### config.mk
export PLATFORM = sky130hd
export DESIGN_NAME = pipelined_barrel_shifter
export DESIGN_NICKNAME = d
export VERILOG_FILES = /design/src/rtl/pipelined_barrel_shifter.sv
export SDC_FILE = /design/constraint.sdc
export NUM_CORES = 1
export LEC_CHECK = 0
export ABC_AREA = 1
export CAP_MARGIN = 5
export CORE_ASPECT_RATIO = 1.2
export CORE_MARGIN = 3
export CORE_UTILIZATION = 55
export DETAILED_ROUTE_END_ITERATION = 8
export PLACE_DENSITY = 0.75
export SETUP_SLACK_MARGIN = 0.4
export SLEW_MARGIN = 20
export SYNTH_ARGS = -nofsm -noshare
export SYNTH_HDL_FRONTEND = slang
export SYNTH_SLANG_ARGS = --single-unit
### constraint.sdc
create_clock -name i_clk -period 17.4 [get_ports i_clk]
set_input_delay 4.35 -clock i_clk [delete_from_list [all_inputs] [get_ports i_clk]]
set_output_delay 4.35 -clock i_clk [all_outputs]
set_load 0.05 [all_outputs]
### src/rtl/pipelined_barrel_shifter.sv
// ---------------------------------------------------------------------------
// pipelined_barrel_shifter
//
// Purpose:
//   Log-structured barrel shifter with one registered stage per power-of-two
//   shift distance. Stage k shifts by 2^k when bit k of the shift amount is
//   set. Supports SLL, SRL, SRA and ROL at full throughput with S = log2(N)
//   cycles of latency.
//
// Ports:
//   i_clk        system clock, all state on the rising edge
//   i_rst        synchronous, active-high reset
//   i_in_valid   operand/shamt/mode are valid this cycle
//   o_in_ready   block accepts an input this cycle
//   i_in_data    operand to shift (N bits)
//   i_in_shamt   shift amount 0..N-1 (S bits)
//   i_in_mode    00=SLL, 01=SRL, 10=SRA, 11=ROL
//   o_out_valid  o_out_data holds a completed result
//   i_out_ready  downstream accepts o_out_data this cycle
//   o_out_data   shifted result, forced to zero while o_out_valid is low
//
// Handshake: an input transfer happens on a rising edge where
// i_in_valid && o_in_ready; an output transfer happens where
// o_out_valid && i_out_ready. The whole pipe moves together
// (adv = !o_out_valid || i_out_ready); when it does not move every stage
// holds, so o_out_data is stable until accepted. Bubbles are not collapsed.
// ---------------------------------------------------------------------------
module pipelined_barrel_shifter #(
    parameter  int N = 32,
    localparam int S = $clog2(N)
) (
    input  logic         i_clk,
    input  logic         i_rst,
    input  logic         i_in_valid,
    output logic         o_in_ready,
    input  logic [N-1:0] i_in_data,
    input  logic [S-1:0] i_in_shamt,
    input  logic [1:0]   i_in_mode,
    output logic         o_out_valid,
    input  logic         i_out_ready,
    output logic [N-1:0] o_out_data
);

    localparam logic [1:0] MODE_SLL = 2'b00;
    localparam logic [1:0] MODE_SRL = 2'b01;
    localparam logic [1:0] MODE_SRA = 2'b10;
    localparam logic [1:0] MODE_ROL = 2'b11;

    // Per-stage registers
    logic         r_valid [S];
    logic [N-1:0] r_data  [S];
    logic [S-1:0] r_shamt [S];
    logic [1:0]   r_mode  [S];
    logic         r_sign  [S];

    // Stage inputs (stage 0 from the ports, stage k from stage k-1)
    logic         w_src_valid [S];
    logic [N-1:0] w_src_data  [S];
    logic [S-1:0] w_src_shamt [S];
    logic [1:0]   w_src_mode  [S];
    logic         w_src_sign  [S];
    logic [N-1:0] w_next_data [S];

    logic         w_adv;
    logic         w_unused;

    // One stage of the shifter: conditional shift by a fixed distance.
    function automatic logic [N-1:0] f_stage(
        input logic [N-1:0] d,
        input logic         en,
        input logic [1:0]   mode,
        input logic         sgn,
        input int           sh
    );
        logic [N-1:0] res;
        logic [N-1:0] ones;
        ones = '1;
        res  = d;
        if (en) begin
            case (mode)
                MODE_SLL: res = d << sh;
                MODE_SRL: res = d >> sh;
                // Fill comes from the operand's original MSB, carried down
                // the pipe, not from the partially shifted value.
                MODE_SRA: res = (d >> sh) | (sgn ? ~(ones >> sh) : '0);
                MODE_ROL: res = (d << sh) | (d >> (N - sh));
                default:  res = d;
            endcase
        end
        return res;
    endfunction

    assign w_adv       = !r_valid[S-1] || i_out_ready;
    assign o_in_ready  = w_adv;
    assign o_out_valid = r_valid[S-1];
    assign o_out_data  = r_valid[S-1] ? r_data[S-1] : '0;

    // The last stage has no successor to consume its control fields.
    assign w_unused = ^{r_shamt[S-1], r_mode[S-1], r_sign[S-1]};

    always_comb begin
        w_src_valid[0] = i_in_valid;
        w_src_data[0]  = i_in_data;
        w_src_shamt[0] = i_in_shamt;
        w_src_mode[0]  = i_in_mode;
        w_src_sign[0]  = i_in_data[N-1];
        for (int k = 1; k < S; k++) begin
            w_src_valid[k] = r_valid[k-1];
            w_src_data[k]  = r_data[k-1];
            w_src_shamt[k] = r_shamt[k-1];
            w_src_mode[k]  = r_mode[k-1];
            w_src_sign[k]  = r_sign[k-1];
        end
        for (int k = 0; k < S; k++) begin
            w_next_data[k] = f_stage(w_src_data[k], w_src_shamt[k][k],
                                     w_src_mode[k], w_src_sign[k], 1 << k);
        end
    end

    always_ff @(posedge i_clk) begin
        if (i_rst) begin
            for (int k = 0; k < S; k++) begin
                r_valid[k] <= 1'b0;
                r_data[k]  <= '0;
                r_shamt[k] <= '0;
                r_mode[k]  <= 2'b00;
                r_sign[k]  <= 1'b0;
            end
        end else if (w_adv) begin
            for (int k = 0; k < S; k++) begin
                r_valid[k] <= w_src_valid[k];
                r_data[k]  <= w_next_data[k];
                r_shamt[k] <= w_src_shamt[k];
                r_mode[k]  <= w_src_mode[k];
                r_sign[k]  <= w_src_sign[k];
            end
        end
    end

endmodule

* Word-level counts from Yosys, hierarchy flattened
Memory sizes are Yosys's and may differ from the RTL's.
Cells that the tools add are included.
** Storage, ports and cells
- Memories kept :: 5
- Bits of input ports :: 43
- Output and inout port bits :: 34
- Memory bits (writable) :: 205
- Register bits :: 0
** Operators by class
- Mux-type cells :: 46
- Equality and inequality tests :: 15
- Bitwise gates (word level) :: 35
- Reduce and logical (&&, ||, !) cells :: 7
** Memories
- r_data :: words 5, width 32, rd ports 5, clocked after Yosys merged registers in 0, wr ports 5, RTL line 51 : logic [N-1:0] r_data [S];
- r_shamt :: words 5, width 5, rd ports 4, clocked after Yosys merged registers in 0, wr ports 5, RTL line 52 : logic [S-1:0] r_shamt [S];
- r_mode :: words 5, width 2, rd ports 4, clocked after Yosys merged registers in 0, wr ports 5, RTL line 53 : logic [1:0] r_mode [S];
- r_sign :: words 5, width 1, rd ports 4, clocked after Yosys merged registers in 0, wr ports 5, RTL line 54 : logic r_sign [S];
- r_valid :: words 5, width 1, rd ports 5, clocked after Yosys merged registers in 0, wr ports 5, RTL line 50 : logic r_valid [S];
** Operators by type and width (number)
- 32-bit case mux with 4 select lines :: 5
- 32-bit 2-to-1 mux :: 16
- 16-bit by 32-bit bitwise OR with 32-bit output :: 1
- 24-bit by 32-bit bitwise OR with 32-bit output :: 1
- 28-bit by 32-bit bitwise OR with 32-bit output :: 1
- 30-bit by 32-bit bitwise OR with 32-bit output :: 1
- 31-bit by 32-bit bitwise OR with 32-bit output :: 1
- 32-bit by 1-bit bitwise OR with 32-bit output :: 1
- 32-bit by 16-bit bitwise OR with 32-bit output :: 1
- 32-bit by 2-bit bitwise OR with 32-bit output :: 1
- 32-bit by 4-bit bitwise OR with 32-bit output :: 1
- 32-bit by 8-bit bitwise OR with 32-bit output :: 1
- 5-bit 2-to-1 mux :: 5
- 1-bit bitwise OR :: 25
- 2-bit equality test, second input constant :: 10
- 1-bit 2-to-1 mux :: 15
- 2-bit by 1-bit equality test with 1-bit output, second input constant :: 5
- 2-bit zero test :: 5
- 2-bit 2-to-1 mux :: 5
- 1-bit zero test :: 1
- 1-bit logical OR :: 1

* Depth between registers and ports, before layout
- Depth in word-level cells :: 6
- Depth in mapped cells :: 9
- Gate-level depth less buffers :: 7

* Worst setup path after synthesis
No wires, ideal clock.
- Path kind :: input port to flip-flop
- From :: input i_out_ready
- To :: memory r_data[0][0] (enable)
- Arrival time :: 8.632 ns
- Stages :: 2
- Library setup time :: 1.971 ns
- Setup slack :: 6.797 ns
- Buffers on the path :: 0
- Data required time :: 15.429 ns
- Cells stage by stage :: inv_1 > nand3_1
** RTL lines
- start, declared :: RTL line 40 : input logic i_out_ready,
- end, declared :: RTL line 51

* Final worst setup path
- From :: input i_out_ready
- To :: output o_in_ready
** Between the ends
- Cells in the longest elaborated chain, start to end :: 1
** RTL lines
- 1-bit logical OR :: RTL line 93 : assign w_adv = !r_valid[S-1] || i_out_ready;
- end, declared :: RTL line 35 : output logic o_in_ready,
No other way between the ends.

==> results.txt <==
- Global-route congestion overflow total: 0
- Post-CTS repair changed the size of 0 cells.
- Setup violations remaining at the end of the flow were counted as 0.
* First-pass GRT wire length: roughly 35 mm
* Post-route DRC: 0
- Entering global routing, the biggest net connects 102 pins.
- Yosys printed 0 warnings.
- Half-perimeter wire length of the detailed placement result: 13.61 mm
- Combinational logic is responsible for 11.7% of the overall power.
- Achievable clock frequency: 0.09887 GHz
- Global routing used 20.01% of the available tracks across all layers.
- Post-synthesis instance area: 10,590 sq um
- The worst register-to-register path ends at r_data[0][36].
* Remaining number of nets flagged by the antenna check after routing: 0
- Layout-stage area growth over the synthesis result: 11.87%
- Post-route clock skew: 0.007352 ns
* Worst-margin pin slew: 1.077 ns
* Detail-routed net length per standard cell: roughly 13 um
* Clock tree from TritonCTS: yes
* Worst EP required: 13.05 ns
- For the worst-skew pair, the clock arrives at the later sink with an insertion delay of 0.43 ns.
- The library cells used most frequently in the layout, excluding fill and tap cells, are nand2_1, nor2_1, nand3_1.
- Status: finished, final reports clean
- Die Area: 20,960 sq um
- The floorplan step set the die width to 132.7 um.
- Slew Limit Fails: 0
- Avg Synthesized Cell Area: 7.957 sq um
* Peak supply drop: 0.07635 mV
- Kind of critical path: in -> out
* Number of nets produced by synthesis: between 1,000 and 1,500
- Per report_power, the clock group accounts for 37.1% of the total.
- Timing analysis after detailed placement gives a worst setup slack of between 7 and 8 ns.
- The path with the worst hold slack has its endpoint at r_valid[0][3].
* Commonest non-fill, non-tap cell in the layout: nand2_1
- Clock net sink count: 187
- For the worst flop-to-flop path, the logic depth is 4.
- Leakage: 5.492 nW
- Effective utilization at floorplan: 57.20%
- The number of global-route vias before repair was 7,656.
* Switching power total: 0.2686 mW
- Seq pwr share: ~51%
- Area inside the core boundary: 18,510 sq um
* Ant. Diodes: 0
* Minimum setup slack among reg-to-reg paths: between 10 and 15 ns
* CP most frequent cell: clkdlybuf4s50_1
- The H-tree was split into 4 levels.
* Class of the worst hold path: reg -> reg
- Sequential elements use 53.02% of the synthesized area.
- Pwr Total: 1.092 mW
- At the end of routability-driven placement, the weighted congestion stood at 0.8868.
- The worst setup path is captured at an output port.
- Across all layers, the routed design uses 8,512 vias.
- Hold Path Depth: 2
* Slowest cell on the critical path: clkdlybuf4s50_1
- Unrepaired setup endpoints after global routing: no
* Origin of the critical flop-to-flop path: r_valid[0][4]
* Power per unit of standard cell area: roughly 92 nW/um^2
* CP Max Fanout: 2
- The number of clock buffers added by TritonCTS is 17.
- Max-capacitance violation count: 0
- Startpoint class of the critical path: input pin
- In this run the vertical extent of the chip is 158.0 um.
- Post-CTS timing repair inserted 0 buffers for setup.
- Reg clk slew, reported paths: 0.07 ns
- The final count of hold timing violations came to 0.
- Share of layout cells above drive strength 1: under 10%
* Number of vias per cell: between 5 and 6
- Total negative setup slack: 0 ns
- The initial antenna violation count was 0.
- The critical path goes through clkdlybuf4s50_1 -> inv_1 -> nand2_4 -> clkdlybuf4s50_1.
- In this run the most critical hold path is launched from r_valid[0][2].
- Number of buffer cells added on primary ports: 76
- After the first detailed-routing iteration, the DRC count stood at 475.
- Number of nets in the final layout: 1,384
* Period minus WS final: about 10 ns
- Number of buffers inserted by hold repair at cts: 0
- For this block, the routed nets add up to 20.62 mm of wire.
- Detailed Routing Iterations Pass 1: 6
- Utilization after layout: 64.00%
- Delay of the slowest critical-path stage: 0.79 ns
- Pin placement for this block handled 77 I/O pins.
- After layout, the worst path uses roughly three fifths of the clock period.
* Rel. slew slack: 28.19%
* Smallest setup slack after layout: 7.286 ns
* Count of state elements after synthesis: 187
* Largest buffer count on any clock path: 2
- The tree is rooted in a clkbuf_16.
- Synthesis produced between 1,000 and 1,500 cells.
- Share of total power consumed by net switching: 24.61%
- Data on the critical path arrives at its endpoint at 5.76 ns.
- After synthesis, the netlist uses 20 different library cells.
- Power Internal: approximately 0.8 mW
- Cell Rows: 54
[critical path: cells and delay by family]
family / cells / cell delay [ns]
AND/OR/NAND/NOR: 1 / 0.08
buffers and inverters: 3 / 1.33
[cell type report]
cell class | instances | area (sq um)
clock inverter | 14 | 193.9
tap | 252 | 315.3
fill | 1565 | 6665
clock buffer | 18 | 429.2
inverter | 165 | 619.3
timing repair buffer | 83 | 815.8
sequential | 187 | 5615
multi-input combinational | 887 | 3859
[worst max path at each step]
stage / from / end / slack (ns) / cells after the start
after global placement: i_out_ready / o_in_ready / 7.26 / 4
final: i_out_ready / o_in_ready / 7.29 / 4
after floorplan: i_out_ready / r_data[0][0] / 6.80 / 2
after CTS: i_out_ready / o_in_ready / 7.26 / 4
after detailed placement: i_out_ready / o_in_ready / 7.26 / 4
after global routing: i_out_ready / o_in_ready / 7.26 / 4
[routing by layer]
| layer | track usage, % | routed length (um) |
|---|---|---|
| met3 | 2.638 | 895 |
| met5 | 0 | 0 |
| met2 | 37.85 | 10930 |
| met1 | 21.55 | 8045 |
| met4 | 11.39 | 741 |
[flip-flops by register name, summed over array words and instances, names as in the netlist]
signal / count
r_mode: 8
r_sign: 4
r_valid: 5
r_shamt: 10
r_data: 160
[cells in the mapped netlist]
cell type | count | area share (%)
a31oi_4 | 1 | 0.20
edfxtp_1 | 187 | 53
nand2_1 | 269 | 9.5
buf_2 | 41 | 1.9
or2_1 | 1 | 0.059
clkbuf_1 | 29 | 1.0
a21oi_1 | 62 | 2.9
buf_8 | 2 | 0.28
nor2_1 | 255 | 9.0
nand2_8 | 1 | 0.19
buf_1 | 4 | 0.14
inv_2 | 4 | 0.14
nand2_2 | 4 | 0.24
o21ai_1 | 2 | 0.095
buf_6 | 8 | 0.85
buf_4 | 8 | 0.57
o21ai_0 | 62 | 2.9
nand2_4 | 4 | 0.43
inv_1 | 161 | 5.7
nand3_1 | 226 | 11
[logic make-up (layout without fill, tap and decap cells)]
kind of cell	count (synthesis)	count (layout)	share of synthesized area, %
buf+inv	257	280	10.66
flops	187	187	53.02
compound gates	127	127	6.156
simple gates	760	760	30.16
[power by group through the flow]
| stage | Combinational (mW) | Clock [mW] | Sequential (mW) |
|---|---|---|---|
| after global placement | 0.124 | 0 | 0.567 |
| after global routing | 0.147 | 0.430 | 0.562 |
| final | 0.128 | 0.405 | 0.559 |
| after detailed placement | 0.126 | 0 | 0.568 |
| after CTS | 0.127 | 0.411 | 0.558 |
| after floorplan | 0.103 | 0 | 0.558 |
[stage by stage]
| stage | cell area, sq um | hold WS, ns | instances |
|---|---|---|---|
| after floorplan | 10590 | 0.5192 | 1331 |
| after global placement | 11210 | 0.5212 | 1573 |
| after detailed placement | 11210 | 0.5295 | 1573 |
| after CTS | 11830 | 0.5479 | 1605 |
| after global routing | 11850 | 0.5600 | 1606 |
| final | 11850 | 0.5447 | 1606 |
Power figures use the tool's default switching activity.
